<file path="src/rtl/bpm_link_arbiter_pkg.sv">
// bpm_pkg: shared constants, source codes and arbiter state encoding for bpm_link_arbiter
package bpm_pkg;
  localparam logic [15:0] MAGIC = 16'hA5BE;
  localparam int PKT_SIZE_WORDS = 5;
  localparam logic SRC_CCW = 1'b0;
  localparam logic SRC_CW = 1'b1;
  typedef logic [1:0] arb_state_t;
  localparam arb_state_t IDLE = 2'd0;
  localparam arb_state_t SEND_CCW = 2'd1;
  localparam arb_state_t SEND_CW = 2'd2;
endpackage

</file>
<file path="src/rtl/bpm_link_arbiter_pkt_fifo.sv">
// bpm_pkt_fifo: per-link packet buffer with commit/rollback, drop counting and read port
// Ports: clk/rst; in_data/in_last/in_valid link beats (no backpressure); pop advances the
// read pointer; rd_data/rd_last show the word at rd_ptr; pending = committed packet waiting;
// clear_counts zeroes drop_cnt. Optional header check under BPM_ARB_MAGIC_CHECK_EN.
module bpm_pkt_fifo
  import bpm_pkg::*;
#(
  parameter int AW = 4,
  parameter int CNT_W = 16
) (
  input  logic             clk,
  input  logic             rst,
  input  logic [31:0]      in_data,
  input  logic             in_last,
  input  logic             in_valid,
  input  logic             pop,
  input  logic             clear_counts,
  output logic [31:0]      rd_data,
  output logic             rd_last,
  output logic             pending,
  output logic [CNT_W-1:0] drop_cnt
);
  logic [32:0] mem [2**AW];
  logic [AW:0] wr_ptr, commit_ptr, rd_ptr;
  logic bad, full, hdr_bad, take, drop_last;
  assign full = (wr_ptr - rd_ptr) == {1'b1, {AW{1'b0}}};
`ifdef BPM_ARB_MAGIC_CHECK_EN
  logic sop;
  assign hdr_bad = sop && in_data[31:16] != MAGIC;
  always_ff @(posedge clk)
    if (rst) sop <= 1'b1;
    else if (in_valid) sop <= in_last;
`else
  assign hdr_bad = 1'b0;
`endif
  assign take = in_valid && !(bad || full || hdr_bad);
  assign drop_last = in_valid && in_last && !take;
  assign pending = commit_ptr != rd_ptr;
  assign {rd_last, rd_data} = mem[rd_ptr[AW-1:0]];
  always_ff @(posedge clk)
    if (take) mem[wr_ptr[AW-1:0]] <= {in_last, in_data};
  // bad clears on every tlast so the next packet starts clean
  always_ff @(posedge clk) begin
    if (rst) begin
      wr_ptr <= '0;
      commit_ptr <= '0;
      rd_ptr <= '0;
      bad <= 1'b0;
    end else begin
      if (take) wr_ptr <= wr_ptr + 1'b1;
      else if (drop_last) wr_ptr <= commit_ptr;
      if (take && in_last) commit_ptr <= wr_ptr + 1'b1;
      if (in_valid) bad <= !in_last && !take;
      rd_ptr <= rd_ptr + {{AW{1'b0}}, pop};
    end
  end
  always_ff @(posedge clk)
    if (rst || clear_counts) drop_cnt <= '0;
    else if (drop_last && !(&drop_cnt)) drop_cnt <= drop_cnt + 1'b1;
endmodule

</file>
<file path="src/rtl/bpm_link_arbiter.sv">
// bpm_link_arbiter: merges CCW/CW BPM streams into one AXI-Stream with packet round-robin
// Ports: clk/rst; BPM_CCW_/BPM_CW_AXI_STREAM_RX_* link inputs (no tready); m_* merged
// output, m_tuser = source (0 CCW, 1 CW); clear_counts, drop_ccw_cnt/drop_cw_cnt drop counters.
// Define BPM_ARB_MAGIC_CHECK_EN to drop packets whose first word lacks the magic header.
module bpm_link_arbiter
  import bpm_pkg::*;
#(
  parameter int FIFO_AW = 4,
  parameter int CNT_W = 16
) (
  input  logic             clk,
  input  logic             rst,
  input  logic [31:0]      BPM_CCW_AXI_STREAM_RX_tdata,
  input  logic             BPM_CCW_AXI_STREAM_RX_tlast,
  input  logic             BPM_CCW_AXI_STREAM_RX_tvalid,
  input  logic [31:0]      BPM_CW_AXI_STREAM_RX_tdata,
  input  logic             BPM_CW_AXI_STREAM_RX_tlast,
  input  logic             BPM_CW_AXI_STREAM_RX_tvalid,
  output logic [31:0]      m_tdata,
  output logic             m_tlast,
  output logic             m_tvalid,
  input  logic             m_tready,
  output logic             m_tuser,
  input  logic             clear_counts,
  output logic [CNT_W-1:0] drop_ccw_cnt,
  output logic [CNT_W-1:0] drop_cw_cnt
);
  logic [31:0] data_ccw, data_cw;
  logic last_ccw, last_cw, pend_ccw, pend_cw, fire, last_grant;
  arb_state_t state;
  assign m_tvalid = state == SEND_CCW || state == SEND_CW;
  assign m_tuser = state == SEND_CW;
  assign m_tdata = state == SEND_CCW ? data_ccw : state == SEND_CW ? data_cw : '0;
  assign m_tlast = state == SEND_CCW ? last_ccw : state == SEND_CW ? last_cw : 1'b0;
  assign fire = m_tvalid && m_tready;
  bpm_pkt_fifo #(.AW(FIFO_AW), .CNT_W(CNT_W)) u_ccw (
    .clk(clk), .rst(rst),
    .in_data(BPM_CCW_AXI_STREAM_RX_tdata), .in_last(BPM_CCW_AXI_STREAM_RX_tlast),
    .in_valid(BPM_CCW_AXI_STREAM_RX_tvalid), .pop(fire && state == SEND_CCW),
    .clear_counts(clear_counts), .rd_data(data_ccw), .rd_last(last_ccw),
    .pending(pend_ccw), .drop_cnt(drop_ccw_cnt)
  );
  bpm_pkt_fifo #(.AW(FIFO_AW), .CNT_W(CNT_W)) u_cw (
    .clk(clk), .rst(rst),
    .in_data(BPM_CW_AXI_STREAM_RX_tdata), .in_last(BPM_CW_AXI_STREAM_RX_tlast),
    .in_valid(BPM_CW_AXI_STREAM_RX_tvalid), .pop(fire && state == SEND_CW),
    .clear_counts(clear_counts), .rd_data(data_cw), .rd_last(last_cw),
    .pending(pend_cw), .drop_cnt(drop_cw_cnt)
  );
  // on a tie the link not served last wins; last_grant starts at CW so CCW goes first
  always_ff @(posedge clk) begin
    if (rst) begin
      state <= IDLE;
      last_grant <= SRC_CW;
    end else if (state == IDLE) begin
      if (pend_ccw && (!pend_cw || last_grant == SRC_CW)) state <= SEND_CCW;
      else if (pend_cw) state <= SEND_CW;
    end else if (fire && m_tlast) begin
      state <= IDLE;
      last_grant <= m_tuser;
    end
  end
endmodule

</file>
<file path="config.mk">
export PLATFORM = sky130hd
export DESIGN_NAME = bpm_link_arbiter
export DESIGN_NICKNAME = d
export VERILOG_FILES = /design/src/rtl/bpm_link_arbiter_pkg.sv /design/src/rtl/bpm_link_arbiter_pkt_fifo.sv /design/src/rtl/bpm_link_arbiter.sv
export SDC_FILE = /design/constraint.sdc
export NUM_CORES = 1
export LEC_CHECK = 0
export ABC_AREA = 1
export BUFFER_PORTS_ARGS = -buffer_cell sky130_fd_sc_hd__buf_2
export CAP_MARGIN = 20
export CORE_AREA = 4 4 307 309
export DETAILED_ROUTE_END_ITERATION = 16
export DIE_AREA = 0 0 311 313
export PLACE_DENSITY = 0.64
export SLEW_MARGIN = 20
export SYNTH_ARGS = -nofsm -noshare
export SYNTH_HDL_FRONTEND = slang
export SYNTH_SLANG_ARGS = --single-unit
</file>
<file path="constraint.sdc">
create_clock -name clk -period 5.45 [get_ports clk]
set_input_delay 0.2725 -clock clk [delete_from_list [all_inputs] [get_ports clk]]
set_output_delay 0.2725 -clock clk [all_outputs]
set_load 0.01 [all_outputs]
</file>
==> impl_metrics.py, run 1 <==
metrics = {
    "status": {
        "status": "complete, no violations",
    },
    "synth": {
        "synthSimpleGateAreaFrac_pct": 10.8,
        "syn_nets": 3701,
        "synth_top_family_by_area": "compound AO/OA/AOI/OAI gates",
        "ys.flop_type": "edfxtp_1",
        "async_flop_share_pct": 0,
        "ys_ff_latch": 1123,
        "syn-instance-count": 3604,
        "synth.distinct_cells": 40,
        "synthTopCellsByArea": "edfxtp_1 70%, o21ai_0 5.4%, nor2_1 5.3%",
        "yosys_warnings": 0,
        "synth.avg_cell_area_um2": 12.6,
        "synth_edf_count": 1056,
        "yosys.area_share.xor_xnor_pct": 0.848,
        "yosys.area.top_type": "edfxtp_1",
        "synthesis.area_mm2": 0.0455,
        "yosysTopAreaCellShare_pct": 69.8,
        "yosysSeqAreaShare_pct": 72.7,
        "muxShareOfSynthArea_pct": 0,
        "synth_compound_area_share_pct": 11.6,
        "synth_fa_ha_area_share_pct": 0.688,
    },
    "pwr": {
        "ir_drop_uv": 281,
        "p_leak_nw": 17.2,
        "power_density_mw_per_mm2": 360,
        "p_seq_share_pct": 52.3,
        "comb_power_share_pct": 8.4,
        "power_frac_clock_pct": 39.3,
        "p_sw_share_pct": 23.3,
        "switching_power_mw": 4.30,
        "power.internal_mw": 14.2,
    },
    "clock_network": {
        "clock-root-buffer": "clkbuf_16",
        "cts_tree": "built",
        "htreeDepth": 3,
        "cts.sinks": 1123,
        "clkTransAtPathRegs_ns": 0.06,
        "postCtsSetupBuffers": 0,
        "clock_path_buffers": 3,
        "cts_made_buffers": 110,
        "clk_latency_ns": 0.68,
        "cts_hold_buf": 67,
        "cts_resized": 0,
    },
    "global_route": {
        "antenna_found_initial": 5,
        "grt_max_degree": 198,
        "grt_use_total_pct": 23.2,
        "grt_pass1_wl_um": 175000,
        "gr-total-overflow": 0,
        "grt_pass1_vias": 28500,
    },
    "cells_and_area": {
        "drive_above_1_share_pct": 11.0,
        "final_area_mm2": 0.0514,
        "nFillCells": 7415,
        "final_core_util_pct": 56.2,
        "nets": 3847,
        "synthToLayoutAreaGrowth_pct": 13.0,
        "layout_commonest_cell": "edfxtp_1",
        "layout_common_cells": "1056 x edfxtp_1, 614 x nor2_1, 492 x o21ai_0",
    },
    "timing": {
        "rsz0062_at_grt": "false",
        "max_freq_ghz": 0.238,
        "slew_viol_final": 0,
        "setup_violations": 0,
        "finalCritPeriodShare_pct": 77.0,
        "whs_ns": 0.0384,
        "timing.setup.tns_ns": 0,
        "min_period_ns": 4.19,
        "fin_ws_ns": 1.26,
        "maxSlewHeadroom_pct": 32.3,
        "hold_violations": 0,
        "worst_slew_pin_slew_ns": 1.01,
        "skew_ns": 0.0248,
    },
    "die": {
        "die_area_mm2": 0.0973,
        "die_height_um": 313,
        "core_mm2": 0.0914,
        "ioPinCount": 139,
        "std_cell_rows": 111,
        "die_w_um": 311,
        "initial_core_util_pct": 49.7,
    },
    "place": {
        "placed_area_mm2": 0.0473,
        "dpl_worst_slack_ns": 1.77,
        "place_congestion": 0.875,
        "dpl.hpwl_um": 64500,
        "portBuffers": 138,
    },
    "drt": {
        "drt.antenna.violating_nets": 0,
        "num_vias": 29600,
        "drcViolationCount": 0,
        "wl_per_cell_um": 23.0,
        "initialDrtViolationCount": 2835,
        "avgViaCountPerCell": 5.89,
        "drt-total-wl_um": 116000,
        "drtPass1Iterations": 5,
    },
    "worst_setup_path": {
        "crit_type": "reg2out",
        "worstSetupStartpointType": "flip-flop",
        "worst-path-max-fanout": 22,
        "worstPathArrival_ns": 3.92,
        "critPathRequiredTime_ns": 5.18,
        "reg2reg_depth": 12,
        "end_kind": "output pin",
    },
    "run": {
        "maxCapViolCount": 0,
    },
    "min_path": {
        "hp-class": "in2reg",
        "hold_depth": 1,
    },
}
## flip-flops by register name, summed over array words and instances, names as in the netlist
signal            cells
u_cw.wr_ptr           5
u_ccw.wr_ptr          5
u_ccw.bad             1
u_ccw.commit_ptr      5
u_ccw.drop_cnt       16
u_cw.rd_ptr           5
u_cw.mem            528
last_grant            1
u_ccw.rd_ptr          5
state                 2
u_ccw.mem           528
u_cw.drop_cnt        16
u_cw.bad              1
u_cw.commit_ptr       5
## kinds of logic (layout without fill, tap and decap cells)
kind of cell             count (synthesis)  after routing
AND/OR/NAND/NOR                       1195           1195
flip-flops                            1123           1123
AO/OA/AOI/OAI                          892            892
buffers and inverters                  325            554
XOR/XNOR                                44             44
adder cells (fa/ha/maj)                 25             25
other                                    0              1
## worst max-delay path: stages, from the launching register on
cell and delay (ns):
dfxtp_1 0.36, inv_1 0.07, ha_1 0.19, inv_1 0.54
nand2_1 0.57, inv_1 0.91, nand2_1 0.26, nand2_1 0.18
buf_2 0.15
## per-stage QoR
stage | std cells | power, mW
global route | 5019 | 19.1
global placement | 4757 | 11.4
finish | 5020 | 18.5
detailed placement | 4757 | 11.4
floorplan | 3604 | 10.7
CTS | 5019 | 18.6
## power by group through the flow
| stage | sequential [mW] | clock [mW] | combinational [mW] |
|---|---|---|---|
| detailed placement | 9.85 | 0 | 1.51 |
| finish | 9.67 | 7.26 | 1.55 |
| floorplan | 9.82 | 0 | 0.905 |
| CTS | 9.67 | 7.36 | 1.56 |
| global placement | 9.85 | 0 | 1.50 |
| global route | 9.68 | 7.74 | 1.70 |
## layer usage
metal | up-vias | wire [um] | track usage, %
li1 | 13600 | - | -
met1 | 14600 | 50300 | 34.0
met2 | 1205 | 53400 | 36.4
met3 | 134 | 9490 | 4.07
met4 | 6 | 2400 | 6.15
met5 | - | 34 | 0
## area by class of cell
class                           instances  area (um^2)  area share [%]
Tap cell                             1186         1480            2.89
Timing Repair Buffer                  273         1920            3.74
Clock inverter                         57          483           0.940
Sequential cell                      1123        33100            64.4
Clock buffer                          138         2920            5.69
Multi-Input combinational cell       2156        11100            21.7
Inverter                               86          342           0.665
Antenna cell                            1         2.50         0.00487
## worst paths after layout
path | start | end | slack (ns)
max | state[1] | m_tdata[23] | 1.26
min | BPM_CW_AXI_STREAM_RX_tlast | u_cw.mem[3][32] | 0.04
max reg2reg | u_cw.rd_ptr[2] | u_cw.mem[8][26] | 1.76
min reg2reg | last_grant | last_grant | 0.47
## Yosys cell counts, types with 54 or more instances
cell,n
nand3_1,148
dfxtp_1,67
nor2_1,647
edfxtp_1,1056
o21ai_0,492
inv_1,76
clkbuf_1,125
o22ai_1,112
o211ai_1,75
nand2_1,319
a21oi_1,54
o221ai_1,117
buf_2,61
Power figures use the tool's default switching activity.
==> inputs of run 2 (changes only) <==
Settings changed: ABC_AREA 1 to 0, CORE_AREA 4 4 307 309 to 4 4 301 303, DIE_AREA 0 0 311 313 to 0 0 305 307.
Clock period 5.45 ns to 4.15 ns, I/O delays scaled along.
==> run 2 against run 1 <==
  * Worst setup slack got worse by 1.0 ns
  * Synthesized area fell by 3.7%
  * Clock skew rose by 0.0045 ns
==> impl_metrics.py, run 2 <==
metrics = {
    "status": {
        "status": "complete, no violations",
    },
    "timing": {
        "timing.setup.tns_ns": 0,
        "slew_viol_final": 0,
        "maxSlewHeadroom_pct": 36.1,
        "worst_slew_pin_slew_ns": 0.958,
        "max_freq_ghz": 0.256,
        "min_period_ns": 3.91,
        "skew_ns": 0.0293,
        "whs_ns": 0.109,
        "hold_violations": 0,
        "setup_violations": 0,
        "finalCritPeriodShare_pct": 94.2,
        "rsz0062_at_grt": "false",
    },
    "die": {
        "die_w_um": 305,
        "initial_core_util_pct": 49.8,
        "die_height_um": 307,
        "core_mm2": 0.0880,
        "ioPinCount": 139,
        "die_area_mm2": 0.0936,
        "std_cell_rows": 109,
    },
    "synth": {
        "yosys_warnings": 0,
        "syn-instance-count": 2016,
        "yosys.area.top_type": "edfxtp_1",
        "synthesis.area_mm2": 0.0438,
        "synthTopCellsByArea": "edfxtp_1 72%, mux4_2 17%, dfxtp_1 3.1%",
        "syn_nets": 2113,
        "yosysTopAreaCellShare_pct": 72.4,
        "synth_edf_count": 1056,
        "ys_ff_latch": 1123,
        "synth.distinct_cells": 54,
        "synth_most_common_cell": "edfxtp_1",
        "ys.flop_type": "edfxtp_1",
        "netlist_top_cells_count": "1056 x edfxtp_1, 322 x mux4_2, 72 x clkbuf_1, 67 x dfxtp_1, 41 x nor2_1",
        "synth.avg_cell_area_um2": 21.7,
        "yosysSeqAreaShare_pct": 75.5,
        "async_flop_share_pct": 0,
    },
    "cells_and_area": {
        "nets": 2378,
        "final_core_util_pct": 57.5,
        "synthToLayoutAreaGrowth_pct": 15.5,
        "layout_common_cells": "1056 x edfxtp_1, 322 x mux4_2, 139 x buf_2",
        "nFillCells": 6366,
        "layout_commonest_cell": "edfxtp_1",
        "drive_above_1_share_pct": 30.2,
        "stdcell_count": 3546,
    },
    "drt": {
        "num_vias": 21400,
        "top_layer": "met5",
        "drt-total-wl_um": 99000,
        "drcViolationCount": 0,
        "m1WireLength_um": 39700,
        "dr_wl_met2_um": 51500,
        "initialDrtViolationCount": 2328,
        "wl_met3_um": 6120,
        "wl_per_cell_um": 27.9,
        "drt.antenna.violating_nets": 0,
        "avgViaCountPerCell": 6.02,
        "drtPass1Iterations": 5,
    },
    "worst_setup_path": {
        "worstPathArrival_ns": 3.70,
        "r2r_slack_ns": 0.78,
        "reg2reg_from": "u_cw.wr_ptr[3]",
        "critPathRequiredTime_ns": 3.94,
        "reg2reg_depth": 8,
        "cp-startpoint": "u_cw.rd_ptr[0]",
        "end_kind": "output pin",
        "crit_type": "reg2out",
        "worst-path-max-fanout": 73,
        "worstSetupEndpoint": "m_tdata[18]",
        "r2r-end": "u_cw.mem[4][25]",
        "worstSetupStartpointType": "flip-flop",
    },
    "global_route": {
        "grt_pass1_wl_um": 147000,
        "antenna_found_initial": 7,
        "grt_use_total_pct": 21.1,
        "gr-total-overflow": 0,
        "grt_pass1_vias": 22000,
        "grt_max_degree": 136,
    },
    "pwr": {
        "p_sw_share_pct": 24.2,
        "switching_power_mw": 6.42,
        "ir_drop_uv": 330,
        "power_density_mw_per_mm2": 525,
        "total_power_mw": 26.6,
        "p_leak_nw": 15.9,
        "power.internal_mw": 20.1,
        "comb_power_share_pct": 13.6,
        "p_seq_share_pct": 49.7,
        "power_frac_clock_pct": 36.7,
    },
    "place": {
        "dpl.hpwl_um": 53800,
        "dp.cells": 3260,
        "place_congestion": 0.772,
        "portBuffers": 138,
    },
    "run": {
        "maxCapViolCount": 0,
    },
    "clock_network": {
        "cts_tree": "built",
        "clkTransAtPathRegs_ns": 0.06,
        "htreeDepth": 3,
        "cts_made_buffers": 112,
        "clk_latency_ns": 0.67,
        "clock_path_buffers": 3,
        "cts.sinks": 1123,
        "clock-root-buffer": "clkbuf_16",
        "postCtsSetupBuffers": 0,
    },
    "min_path": {
        "hp-class": "in2reg",
    },
}
run 2: cell count changes after synthesis, sizes merged, moves of 26 or more:
| cell | delta |
|---|---|
| a21oi | -26 |
| a22o | +33 |
| buf | -73 |
| clkbuf | -54 |
| inv | -57 |
| mux4 | +322 |
| nand2 | -301 |
| nand3 | -119 |
| nand4 | -29 |
| nor2 | -609 |
| o211ai | -67 |
| o21ai | -488 |
| o221ai | -117 |
| o22ai | -111 |
run 2: cell families (layout without fill, tap and decap cells):
family / Yosys count / in the layout / synth area share, %
other: 0 / 3 / 0
muxes: 341 / 341 / 17.0
AOI/OAI and AO/OA: 144 / 144 / 2.30
adders and majority gates: 25 / 25 / 0.714
buffers and inverters: 136 / 498 / 1.19
xor gates and xnor gates: 29 / 29 / 0.614
and+or+nand+nor: 218 / 218 / 2.71
DFF: 1123 / 1123 / 75.5
run 2: how the worst min path moves through the flow:
stage / to / depth (start not counted) / start / slack (ns)
floorplan: u_ccw.mem[0][0] / 0 / BPM_CCW_AXI_STREAM_RX_tdata[0] / 0.31
finish: u_cw.commit_ptr[3] / 2 / rst / 0.11
global route: u_cw.rd_ptr[2] / 2 / rst / 0.11
global placement: u_ccw.drop_cnt[3] / 2 / u_ccw.drop_cnt[3] / 0.47
CTS: u_cw.commit_ptr[3] / 2 / rst / 0.06
detailed placement: u_ccw.drop_cnt[3] / 2 / u_ccw.drop_cnt[3] / 0.49
run 2: power groups by stage:
| stage | clock network [mW] | registers [mW] | logic [mW] |
|---|---|---|---|
| finish | 9.74 | 13.2 | 3.62 |
| global route | 10.4 | 13.2 | 3.88 |
| CTS | 9.93 | 13.2 | 3.66 |
| detailed placement | 0 | 13.5 | 3.59 |
| global placement | 0 | 13.4 | 3.53 |
| floorplan | 0 | 13.4 | 2.26 |
run 2: what timing repair did:
action | in CTS | in global routing
resized for setup | 0 | 1
hold buffers | 70 | 0
setup endpoints to repair | 0 | 1
hold endpoints to repair | 1064 | 0
run 2: layer usage:
metal  vias up  track usage [%]
met5         -                0
met4         6             4.82
met3       117             3.44
met2       679             36.3
met1     11500             29.0
li1       9090                -
run 2: layout make-up:
class,count,area (um^2),area share [%]
clock inverter,76,624,1.23
timing repair buffer,263,2000,3.95
multi-input combinational,757,10400,20.5
inverter,24,90.1,0.178
clock buffer,135,2930,5.80
tap,1165,1460,2.88
sequential,1123,33100,65.4
antenna,3,7.51,0.0148
run 2: worst max-delay path, stage by stage (launching register included):
cell and delay, ns:
dfxtp_4 0.36, buf_12 0.45, buf_16 0.47, mux4_2 0.57, mux4_2 0.55, a22o_1 0.28
buf_2 0.17
run 2: metrics by stage:
step / worst slack, ns / cell area [um^2]
global route: 0.0456 / 50600
detailed placement: 0.743 / 46300
CTS: 0.123 / 50500
floorplan: -0.405 / 43900
finish: 0.242 / 50600
global placement: 0.760 / 46300
